**config.mk**
```make
export PLATFORM = sky130hd
export DESIGN_NAME = uart_tx_serializer
export DESIGN_NICKNAME = d
export VERILOG_FILES = /design/src/rtl/uart_tx_serializer_pkg.sv /design/src/rtl/uart_tx_serializer.sv
export SDC_FILE = /design/constraint.sdc
export NUM_CORES = 1
export LEC_CHECK = 0
export ABC_AREA = 0
export CAP_MARGIN = 40
export CORE_ASPECT_RATIO = 1.1
export CORE_UTILIZATION = 50
export CTS_CLUSTER_SIZE = 30
export DETAILED_ROUTE_END_ITERATION = 6
export DONT_BUFFER_PORTS = 1
export GPL_TIMING_DRIVEN = 1
export PLACE_DENSITY_LB_ADDON = 0.12
export SKIP_CTS_REPAIR_TIMING = 1
export SYNTH_ARGS = -nofsm -noshare
export SYNTH_HDL_FRONTEND = slang
export SYNTH_SLANG_ARGS = --single-unit
```
**constraint.sdc**
```tcl
create_clock -name i_clk -period 4.3 [get_ports i_clk]
set_input_delay 1.075 -clock i_clk [delete_from_list [all_inputs] [get_ports i_clk]]
set_output_delay 1.075 -clock i_clk [all_outputs]
set_load 0.01 [all_outputs]
```
**src/rtl/uart_tx_serializer_pkg.sv**
```systemverilog
// Shared definitions for the UART transmit serializer: state encoding,
// line levels and default frame geometry.
package uart_tx_serializer_pkg;

  typedef enum logic [1:0] {
    STATE_IDLE  = 2'd0,
    STATE_START = 2'd1,
    STATE_DATA  = 2'd2,
    STATE_STOP  = 2'd3
  } state_t;

  localparam logic UART_IDLE_LEVEL  = 1'b1;
  localparam logic UART_START_LEVEL = 1'b0;

  localparam int DEFAULT_DATA_BITS     = 8;
  localparam int DEFAULT_STOP_BITS     = 1;
  localparam int DEFAULT_BIT_CNT_WIDTH = 3;

endpackage

```
**src/rtl/uart_tx_serializer.sv**
```systemverilog
// UART frame serializer: starts the bit-rate divider, shifts start/data/stop
// bits out on each divider tick, then stops the divider and returns to idle.
module uart_tx_serializer
  import uart_tx_serializer_pkg::*;
#(
  parameter int DATA_BITS     = DEFAULT_DATA_BITS,
  parameter int STOP_BITS     = DEFAULT_STOP_BITS,
  parameter int BIT_CNT_WIDTH = DEFAULT_BIT_CNT_WIDTH
) (
  input  logic                 i_clk,
  input  logic                 i_reset_n,
  input  logic [DATA_BITS-1:0] i_data,
  input  logic                 i_data_stb,
  input  logic                 i_div_clk_rose,
  output logic                 o_div_start_stb,
  output logic                 o_div_reset_stb,
  output logic                 o_tx,
  output logic                 o_busy,
  output logic                 o_done_stb
);

  localparam logic [BIT_CNT_WIDTH-1:0] BIT_LAST  = BIT_CNT_WIDTH'(DATA_BITS - 1);
  localparam logic                     STOP_LAST = (STOP_BITS == 2);

  state_t                   state_reg, state_next;
  logic [DATA_BITS-1:0]     shift_reg, shift_next;
  logic [BIT_CNT_WIDTH-1:0] bit_idx_reg, bit_idx_next;
  logic                     stop_cnt_reg, stop_cnt_next;
  logic                     tx_reg, tx_next;
  logic                     start_stb_reg, start_stb_next;
  logic                     reset_stb_reg, reset_stb_next;
  logic                     done_stb_reg, done_stb_next;

  always_ff @(posedge i_clk) begin
    if (!i_reset_n) begin
      state_reg     <= STATE_IDLE;
      shift_reg     <= '0;
      bit_idx_reg   <= '0;
      stop_cnt_reg  <= 1'b0;
      tx_reg        <= UART_IDLE_LEVEL;
      start_stb_reg <= 1'b0;
      reset_stb_reg <= 1'b0;
      done_stb_reg  <= 1'b0;
    end else begin
      state_reg     <= state_next;
      shift_reg     <= shift_next;
      bit_idx_reg   <= bit_idx_next;
      stop_cnt_reg  <= stop_cnt_next;
      tx_reg        <= tx_next;
      start_stb_reg <= start_stb_next;
      reset_stb_reg <= reset_stb_next;
      done_stb_reg  <= done_stb_next;
    end
  end

  // The line level is computed one cycle ahead so o_tx is a plain flop output.
  always_comb begin
    state_next     = state_reg;
    shift_next     = shift_reg;
    bit_idx_next   = bit_idx_reg;
    stop_cnt_next  = stop_cnt_reg;
    tx_next        = tx_reg;
    start_stb_next = 1'b0;
    reset_stb_next = 1'b0;
    done_stb_next  = 1'b0;

    case (state_reg)
      STATE_IDLE: begin
        tx_next = UART_IDLE_LEVEL;
        if (i_data_stb) begin
          shift_next     = i_data;
          tx_next        = UART_START_LEVEL;
          start_stb_next = 1'b1;
          state_next     = STATE_START;
        end
      end

      STATE_START: begin
        if (i_div_clk_rose) begin
          state_next   = STATE_DATA;
          bit_idx_next = '0;
          tx_next      = shift_reg[0];
        end
      end

      STATE_DATA: begin
        if (i_div_clk_rose) begin
          if (bit_idx_reg == BIT_LAST) begin
            state_next    = STATE_STOP;
            stop_cnt_next = 1'b0;
            tx_next       = UART_IDLE_LEVEL;
          end else begin
            shift_next   = {1'b0, shift_reg[DATA_BITS-1:1]};
            bit_idx_next = bit_idx_reg + BIT_CNT_WIDTH'(1);
            tx_next      = shift_reg[1];
          end
        end
      end

      STATE_STOP: begin
        tx_next = UART_IDLE_LEVEL;
        if (i_div_clk_rose) begin
          if (stop_cnt_reg != STOP_LAST) begin
            stop_cnt_next = 1'b1;
          end else begin
            state_next     = STATE_IDLE;
            reset_stb_next = 1'b1;
            done_stb_next  = 1'b1;
          end
        end
      end

      default: begin
        state_next = STATE_IDLE;
        tx_next    = UART_IDLE_LEVEL;
      end
    endcase
  end

  assign o_tx            = tx_reg;
  assign o_busy          = (state_reg != STATE_IDLE);
  assign o_div_start_stb = start_stb_reg;
  assign o_div_reset_stb = reset_stb_reg;
  assign o_done_stb      = done_stb_reg;

`ifdef FORMAL
  // Strobe width, idle line level and busy/state consistency.
  assert property (@(posedge i_clk) disable iff (!i_reset_n) o_div_start_stb |=> !o_div_start_stb);
  assert property (@(posedge i_clk) disable iff (!i_reset_n) o_div_reset_stb |=> !o_div_reset_stb);
  assert property (@(posedge i_clk) disable iff (!i_reset_n) o_done_stb |=> !o_done_stb);
  assert property (@(posedge i_clk) !(o_div_start_stb && o_div_reset_stb));
  assert property (@(posedge i_clk) (state_reg == STATE_IDLE) |-> o_tx);
  assert property (@(posedge i_clk) o_busy == (state_reg != STATE_IDLE));
`endif

endmodule
```
## Word level (Yosys, flattened, before mapping)

Index checks and enable logic that the tools add are counted.

| storage, ports and cells | value |
|---|---|
| flip-flop bits (word level) | 17 |
| output and inout port bits | 5 |
| logic and storage cells | 58 |
| input bits | 12 |

| operators by class | value |
|---|---|
| eq/ne operators | 11 |
| $add $sub $neg | 1 |
| reduce and logical (&&, ||, !) cells | 12 |
| muxes and demuxes | 27 |

Operator list:

| operator | count |
|---|---|
| two-way mux 8 bit | 3 |
| case mux 8 bit (2 select lines) | 1 |
| inequality test 2 bit (second input constant) | 7 |
| two-way mux 2 bit | 6 |
| AND reduction 4 bit | 3 |
| two-way mux 1 bit | 10 |
| two-way mux 3 bit | 3 |
| case mux 2 bit (4 select lines) | 1 |
| nonzero test 2 bit | 4 |
| case mux 3 bit (2 select lines) | 1 |
| AND reduction 6 bit | 1 |
| == test 2 bit (second input constant) | 2 |
| case mux 1 bit (4 select lines) | 1 |
| AND reduction 2 bit | 2 |
| adder 3 x 1 -> 3 bit (second input constant) | 1 |
| == test 3 bit (second input constant) | 1 |
| AND reduction 3 bit | 1 |
| == test 2 x 1 -> 1 bit (second input constant) | 1 |
| zero test 2 bit | 1 |
| case mux 1 bit (2 select lines) | 1 |

## Depth between registers and ports, before layout

Gate-level depths: netlist of the first run.

| logic depth | value |
|---|---|
| depth after elaboration | 4 |
| mapped depth | 7 |
| mapped depth without buffers | 6 |

## Worst setup path before layout of the first run

No wires, ideal clock.

| timing path | value |
|---|---|
| path kind | register to output |
| from | reg state_reg[0] |
| to | out o_busy |
| path slack | 2468 ps |
| data required time | 3225 ps |
| path buffers | 0 |
| cell stages (with the launch flop) | 4 |
| arrival time | 757 ps |
| cell sequence | dfxtp_1 inv_1 ha_1 inv_1 |

| on the way | value |
|---|---|
| word-level cells in the longest chain between the ends | 1 |

Ends and longest elaborated chain:

| item | RTL line | RTL |
|---|---|---|
| from (decl) | uart_tx_serializer.sv:25 | `state_t state_reg, state_next;` |
| from (signal assigned) | uart_tx_serializer.sv:45 | `state_reg <= state_next;` |
| nonzero test 2 bit | uart_tx_serializer.sv:121 | `assign o_busy = (state_reg != STATE_IDLE);` |
| to (decl) | uart_tx_serializer.sv:18 | `output logic o_busy,` |

No other way between the ends.

## Worst setup path after layout of the first run

Ends and elaborated chain as after synthesis.

==> results of run 1 <==
==> path summary, 6_finish.rpt <==
check / from / end / slack [ns]
min reg2reg: shift_reg[7]$_SDFFE_PN0P_ / shift_reg[7]$_SDFFE_PN0P_ / 0.49
max reg2reg: state_reg[0]$_SDFFE_PN0P_ / shift_reg[7]$_SDFFE_PN0P_ / 2.13
max: state_reg[0]$_SDFFE_PN0P_ / o_busy / 2.06
min: shift_reg[7]$_SDFFE_PN0P_ / shift_reg[7]$_SDFFE_PN0P_ / 0.49
==> layout by cell type (no fill, tap or decap) <==
master	netlist	layout
a211oi_1	1	1
a21boi_0	1	1
a21oi_1	1	1
a21oi_4	1	1
a221o_1	1	1
a22o_1	2	2
a22oi_1	4	4
and3_1	2	2
clkbuf_4	0	3
clkbuf_8	0	1
dfxtp_1	16	16
ha_1	7	7
inv_1	4	4
mux2i_1	9	9
nand2_1	11	11
nand2b_1	1	1
nand2b_4	1	1
nand3_1	1	1
nand3b_1	1	1
nor2_1	2	2
nor2b_1	4	4
nor3_2	1	1
o211a_1	8	8
o21ai_0	2	2
o22ai_1	1	1
or3_1	1	1
==> cell families (layout without fill, tap and decap cells) <==
family                     Yosys count  count (layout)
and+or+nand+nor                     25              25
adders and majority gates            7               7
DFF                                 16              16
AOI/OAI and AO/OA                   22              22
buffers and inverters                9               8
muxes                                9               9
==> stage by stage <==
stage	cells	setup slack [ns]	area, um^2	hold slack (ns)
4_1_cts	104	2.06	896	0.491
3_5_place_dp	100	2.14	860	0.475
6_report	104	2.06	896	0.487
5_1_grt	104	1.93	896	0.534
2_1_floorplan	88	2.47	885	0.454
3_3_place_gp	100	2.21	860	0.468
==> worst max-delay path: stages (launching register included) <==
cell and delay [ns]:
dfxtp_1 0.40, inv_1 0.10, ha_1 0.25, inv_1 0.13
==> layout make-up <==
| type | count | area, um^2 | area share, % |
|---|---|---|---|
| inverter | 4 | 15.0 | 1.68 |
| multi-input combinational | 63 | 503 | 56.1 |
| sequential | 16 | 320 | 35.8 |
| clock buffer | 4 | 36.3 | 4.05 |
| tap | 17 | 21.3 | 2.37 |
==> report_power, final <==
group,internal [W],switching [W]
combinational,0.000119,0.000139
sequential,0.000198,0.0000345
clock,0.0000516,0.0000490
total,0.000368,0.000223
==> layer usage <==
| metal | GRT usage, % | up-vias |
|---|---|---|
| met5 | 0 | - |
| met4 | 11.9 | 0 |
| met3 | 5.49 | 2 |
| met2 | 23.8 | 10 |
| met1 | 19.8 | 273 |
| li1 | - | 311 |
==> results.yml, run 1 <==
yosys:
  synth-async-reset-ratio_pct: 0
  syn-cell-area_um2: 885
  synth_compound_area_share_pct: 21.5
  synth_fa_ha_area_share_pct: 9.90
  synthMuxAreaShare_pct: 10.2
  synth.top_cell.area_share_pct: 36.2
  synth_area_leader_cell: "dfxtp_1"
  ys_types: 27
  yosysMostFrequentCell: "dfxtp_1"
  synthSimpleGateAreaFrac_pct: 15.3
  synthXorXnorAreaFrac_pct: 0
  syn_inst: 88
  synthTopCellsByCount: "dfxtp_1, nand2_1, mux2i_1"
  synth_top_family_by_area: "compound AO/OA/AOI/OAI gates"
  synth_ff_type: "dfxtp_1"
  ys_warn_count: 0
  synth.ff_latch_count: 16
  syn-num-nets: 107
  synth_area_leaders: "dfxtp_1, mux2i_1, ha_1"
  synth-edff-count: 0
  synth_area_per_cell_um2: 10.1
  synth-seq-area-share_pct: 36.2
global_routing:
  grt_max_degree: 21
  grt_pass1_vias: 536
  grt_overflow: 0
  grt_usage_pct: 16.1
  grt_pass1_wl_um: 2300
  antenna_found_initial: 0
sta:
  max_freq_ghz: 0.445
  period_needed_ns: 2.24
  fin_tns_setup_ns: 0
  hold_viol_final: 0
  rsz0062_at_grt: "false"
  setup_violations: 0
  tightest_slew_ns: 0.864
  clock_skew_ns: 0.00146
  period_share_pct: 52.2
  worst_slew_margin_rel_pct: 42.4
  maxSlewViolCount: 0
setup_path:
  required_ns: 3.22
  crit_arrival_ns: 1.17
  crit_fanout: 4
  end_kind: "output port"
  start_kind: "flop"
  critical_path_class: "reg2out"
  r2r_cells: 6
die:
  die-area_mm2: 0.00194
  die_x_um: 42.1
  io_pins: 17
  core_area_mm2: 0.00161
  start_util_pct: 54.8
  rows: 15
  die_h_um: 46.1
route:
  met1_length_um: 686
  wl_um: 1380
  dr.pass1.iters: 3
  via_per_inst: 5.73
  top_layer_used: "met4"
  ant_nets: 0
  vias: 596
  wl_met3_um: 55
  drc_errors: 0
  drt_iter0_markers: 9
  routedWlPerCell_um: 13.3
  dr_wl_met2_um: 619
place:
  dp_hpwl_um: 957
  numPortBuffers: 0
  place_congestion: 0.718
cts:
  root_buffer: "clkbuf_4"
  clockBufferDepth: 2
  numClockSinks: 16
  cts_buffers: 3
  tritoncts: "built"
  clkTransAtPathRegs_ns: 0.10
  cts_max_level: 1
  clk-insertion-delay-late_ns: 0.29
run:
  maxCapViolations: 0
power_and_ir_drop:
  powerDensity_mw_per_mm2: 660
  leakagePower_nw: 0.425
  ir_drop_mv: 0.338
  power_w: 0.000591
finish:
  area_growth_pct: 1.27
  largest_reg_flops: 8
  final_nets: 107
  post-route-util_pct: 55.5
  diodes: 0
  num-fill-cells: 141
  drive_gt1_share_pct: 8.05
min_path:
  hold_path_class: "reg2reg"
  min_path_cells: 2
run_status:
  status: "finished clean"
(Power assumes the default switching activity.)
==> run 2: changes to the inputs <==
==> constraint.sdc (replaced) <==
create_clock -name i_clk -period 2.13 [get_ports i_clk]
set_input_delay 0.5325 -clock i_clk [delete_from_list [all_inputs] [get_ports i_clk]]
set_output_delay 0.5325 -clock i_clk [all_outputs]
set_load 0.01 [all_outputs]
==> run 2 against run 1 <==
Net effect: cell area rose by 0.14%; non-clock buffer count rose by 2; largest cell class unchanged; highest routed layer unchanged; largest power group unchanged; critical path type is now reg2reg; hold slack got worse by 0.16 ns; routed wire length rose by 2.2%.
==> results.yml, run 2 (same netlist as run 1, synthesis figures left out) <==
setup_path:
  critPathSlowestCell: "ha_1"
  slowest_delay_ns: 0.38
  end_kind: "flop"
  start_kind: "flop"
  critPathBufInv: 1
  critical_path_class: "reg2reg"
  cp_top_family: "compound AO/OA/AOI/OAI gates"
  required_ns: 2.34
  crit_fanout: 16
  crit_arrival_ns: 1.98
  cp_cell_sequence: "inv_1 -> ha_1 -> mux2i_1 -> a21oi_4 -> nand3b_1 -> a21boi_0"
cts:
  clkTransAtPathRegs_ns: 0.08
  cts_buffers: 3
  numClockSinks: 16
  clockBufferDepth: 2
  cts_max_level: 1
  clk-insertion-delay-late_ns: 0.28
  tritoncts: "built"
  root_buffer: "clkbuf_4"
sta:
  worst_slew_margin_rel_pct: 74.3
  period_needed_ns: 1.77
  setup_violations: 0
  clock_skew_ns: 0.000906
  tightest_slew_ns: 0.384
  maxSlewViolCount: 0
  max_freq_ghz: 0.566
  fin_tns_setup_ns: 0
  rsz0062_at_grt: "false"
  period_share_pct: 83.0
  hold_viol_final: 0
route:
  routedWlPerCell_um: 13.5
  drt_iter0_markers: 4
  wl_um: 1410
  drc_errors: 0
  dr.pass1.iters: 3
  via_per_inst: 5.84
  vias: 613
  ant_nets: 0
global_routing:
  grt_pass1_wl_um: 2400
  grt_pass1_vias: 593
  grt_max_degree: 18
  grt_overflow: 0
  grt_usage_pct: 16.4
  antenna_found_initial: 0
place:
  numPortBuffers: 0
  dp_hpwl_um: 1070
  place_congestion: 0.722
  placed_area_um2: 875
finish:
  finalInstanceArea_um2: 897
  multi_input_area_um2: 503
  num-fill-cells: 134
  final_common_cell: "dfxtp_1"
  seq_area_um2: 320
  area_growth_pct: 1.41
  drive_gt1_share_pct: 9.09
  post-route-util_pct: 55.6
  diodes: 0
  final_nets: 109
  largest_reg_flops: 8
  mostFrequentLayoutCells: "dfxtp_1, nand2_1, mux2i_1, o211a_1, ha_1"
min_path:
  hold_path_class: "in2reg"
die:
  die-area_mm2: 0.00194
  core_area_mm2: 0.00161
  die_h_um: 46.1
  start_util_pct: 54.8
  io_pins: 17
  rows: 15
  die_x_um: 42.1
run:
  maxCapViolations: 0
power_and_ir_drop:
  leakagePower_nw: 0.428
  powerDensity_mw_per_mm2: 1300
  ir_drop_mv: 0.674
run_status:
  status: "finished clean"
[run 2: changes by cell type in the layout (fill, tap and decap cells not counted), sizes merged]
cell    before  now
buf          0    2
clkbuf       4    3
[run 2: area by class of cell]
class | instances | share of cell area (%)
Inverter | 4 | 1.67
Sequential cell | 16 | 35.7
Clock buffer | 3 | 2.51
Timing Repair Buffer | 2 | 1.67
Multi-Input combinational cell | 63 | 56.1
Tap cell | 17 | 2.37
[run 2: final timing paths]
kind                                                start                        end  slack [ns]  depth (start not counted)
worst min register to register  shift_reg[7]$_SDFFE_PN0P_  shift_reg[7]$_SDFFE_PN0P_        0.50                          2
worst max register to register  state_reg[0]$_SDFFE_PN0P_  shift_reg[7]$_SDFFE_PN0P_        0.36                          6
worst max-delay path            state_reg[0]$_SDFFE_PN0P_  shift_reg[7]$_SDFFE_PN0P_        0.36                          6
worst min-delay path                            i_reset_n          o_tx$_SDFFE_PN1P_        0.32                          1
[run 2: layer usage]
layer / up-vias / wire length, um / global-route usage, %
met5: - / 0 / 0
met4: 0 / 24 / 10.0
met3: 2 / 46 / 3.53
met2: 11 / 637 / 27.5
met1: 283 / 706 / 19.7
li1: 317 / - / -
[run 2: where the power goes]
| group | switching (W) | internal (W) | leakage, nW |
|---|---|---|---|
| Clock | 0.0000882 | 0.0000656 | 0.0138 |
| Sequential | 0.0000693 | 0.000399 | 0.132 |
| Combinational | 0.000292 | 0.000256 | 0.283 |
| Total | 0.000449 | 0.000721 | 0.428 |
[run 2: through the flow]
stage          total power [W]  cells  worst slack (ns)  hold slack (ns)
2_1_floorplan         0.000963     88             0.567            0.454
3_3_place_gp           0.00101    102             0.438            0.468
3_5_place_dp           0.00103    102             0.374            0.486
4_1_cts                0.00119    105             0.346            0.313
5_1_grt                0.00127    105             0.248            0.328
6_report               0.00117    105             0.363            0.322
==> run 3: changes to the inputs <==
==> constraint.sdc (replaced) <==
create_clock -name i_clk -period 1.7 [get_ports i_clk]
set_input_delay 0.425 -clock i_clk [delete_from_list [all_inputs] [get_ports i_clk]]
set_output_delay 0.425 -clock i_clk [all_outputs]
set_load 0.01 [all_outputs]
==> run 3 against run 2 <==
Net effect: non-clock buffer count rose by 3; fmax rose by 11%; register-to-register slack got worse by 0.26 ns; hold slack got worse by 0.12 ns; clock skew rose by 0.0014 ns; setup slack got worse by 0.26 ns; combinational power rose by 45%; die area did not move; critical path depth rose by 1; cell count rose by 3.8%; global-route usage rose by 1.4 points.
==> results.yml, run 3 (same netlist as run 1, synthesis figures left out) <==
die:
  die_h_um: 46.1
  core_area_mm2: 0.00161
  io_pins: 17
  rows: 15
  die_x_um: 42.1
  start_util_pct: 54.8
  die-area_mm2: 0.00194
cts:
  clk-insertion-delay-late_ns: 0.29
  clockBufferDepth: 2
  numClockSinks: 16
  tritoncts: "built"
  clkTransAtPathRegs_ns: 0.09
  cts_max_level: 1
  cts_buffers: 3
  root_buffer: "clkbuf_4"
sta:
  hold_viol_final: 0
  tightest_slew_ns: 0.252
  period_share_pct: 94.1
  period_needed_ns: 1.60
  rsz0062_at_grt: "false"
  maxSlewViolCount: 0
  worst_slew_margin_rel_pct: 83.1
  setup_violations: 0
  clock_skew_ns: 0.00232
  max_freq_ghz: 0.625
  postLayoutSetupSlackWorst_ns: 0.101
  fin_tns_setup_ns: 0
global_routing:
  grt_pass1_wl_um: 2440
  grt_max_degree: 18
  grt_usage_pct: 17.9
  grt_pass1_vias: 583
  grt_overflow: 0
  antenna_found_initial: 0
route:
  drc_errors: 0
  ant_nets: 0
  routedWlPerCell_um: 13.8
  wl_um: 1510
  vias: 635
  drt_iter0_markers: 15
  via_per_inst: 5.83
  dr.pass1.iters: 4
power_and_ir_drop:
  powerDensity_mw_per_mm2: 1720
  p_int_w: 0.00103
  power_w: 0.00164
  pwr-share-clk_pct: 15.3
  ir_drop_mv: 1.09
  power_frac_comb_pct: 48.5
  p_sw_w: 0.000607
  p_sw_share_pct: 37.0
  share_seq_of_total_power_pct: 36.2
  leakagePower_nw: 0.451
run:
  maxCapViolations: 0
setup_path:
  r2r_end: "shift_reg[3]$_SDFFE_PN0P_"
  endpoint: "shift_reg[3]$_SDFFE_PN0P_"
  start_kind: "flop"
  crit_arrival_ns: 1.79
  required_ns: 1.89
  r2r-start: "state_reg[1]$_SDFFE_PN0P_"
  cp_cell_sequence: "inv_1 -> ha_1 -> mux2i_2 -> a21oi_4 -> buf_12 -> buf_4 -> o211a_1"
  r2r_cells: 7
  slowest_delay_ns: 0.40
  r2r_setup_slack_ns: 0.10
  end_kind: "flop"
  cp-startpoint: "state_reg[1]$_SDFFE_PN0P_"
  crit_fanout: 15
  critical_path_class: "reg2reg"
  critPathSlowestCell: "dfxtp_1"
finish:
  final_nets: 112
  largest_reg_flops: 8
  post-route-util_pct: 58.9
  diodes: 0
  area_growth_pct: 7.50
  mostFrequentLayoutCells: "dfxtp_1, nand2_1, mux2i_1, o211a_1, ha_1"
  final_common_cell: "dfxtp_1"
  drive_gt1_share_pct: 15.2
  finalInstanceArea_um2: 951
place:
  numPortBuffers: 0
  place_congestion: 0.753
  dp_slack_ns: 0.107
  dp_hpwl_um: 1030
  placed_area_um2: 882
min_path:
  hold_path_class: "in2reg"
run_status:
  status: "finished clean"
[run 3: changes by cell type in the layout (fill, tap and decap cells not counted), sizes merged]
cell | before | now
buf | 2 | 5
clkbuf | 3 | 4
[run 3: how the worst min path moves through the flow]
stage / slack, ns / endpoint / depth (start not counted) / from
after CTS: 0.19 / o_tx$_SDFFE_PN1P_ / 1 / i_reset_n
after floorplan: 0.45 / shift_reg[7]$_SDFFE_PN0P_ / 2 / shift_reg[7]$_SDFFE_PN0P_
final: 0.20 / o_tx$_SDFFE_PN1P_ / 1 / i_reset_n
after global routing: 0.20 / o_tx$_SDFFE_PN1P_ / 1 / i_reset_n
after detailed placement: 0.47 / shift_reg[7]$_SDFFE_PN0P_ / 2 / shift_reg[7]$_SDFFE_PN0P_
after global placement: 0.47 / shift_reg[7]$_SDFFE_PN0P_ / 2 / shift_reg[7]$_SDFFE_PN0P_
[run 3: power by group through the flow]
stage               clock network [W]  logic, W  registers, W
finish                       0.000251  0.000795      0.000593
global route                 0.000278  0.000874      0.000611
CTS                          0.000262  0.000689      0.000591
detailed placement                  0  0.000685      0.000598
global placement                    0  0.000675      0.000592
floorplan                           0  0.000630      0.000577
[run 3: worst max-delay path: cells and delay by family (launching register included)]
kind	cells	cell delay (ns)
buffers and inverters	3	0.38
flip-flops	1	0.40
AO/OA/AOI/OAI	2	0.25
multiplexers	1	0.25
adder cells (fa/ha/maj)	1	0.23
[run 3: final cells by class]
cell class	instances	area [um^2]
fillers	151	663
multi-input cells	63	507
flip-flops and latches	16	322
repair buffers	5	50.0
clock buffers	4	36.3
well taps	17	21.3
inverters	4	15.0
[run 3: through the flow]
step / instances / hold slack, ns
3_5_place_dp: 103 / 0.473
3_3_place_gp: 103 / 0.467
6_report: 109 / 0.203
4_1_cts: 107 / 0.193
2_1_floorplan: 88 / 0.454
5_1_grt: 109 / 0.196
[run 3: routing by layer]
layer	routed length, um	GRT usage (%)	vias to the layer above
met1	722	19.2	294
li1	-	-	322
met5	0	0	-
met4	49	15.0	0
met3	56	7.84	6
met2	677	27.5	13
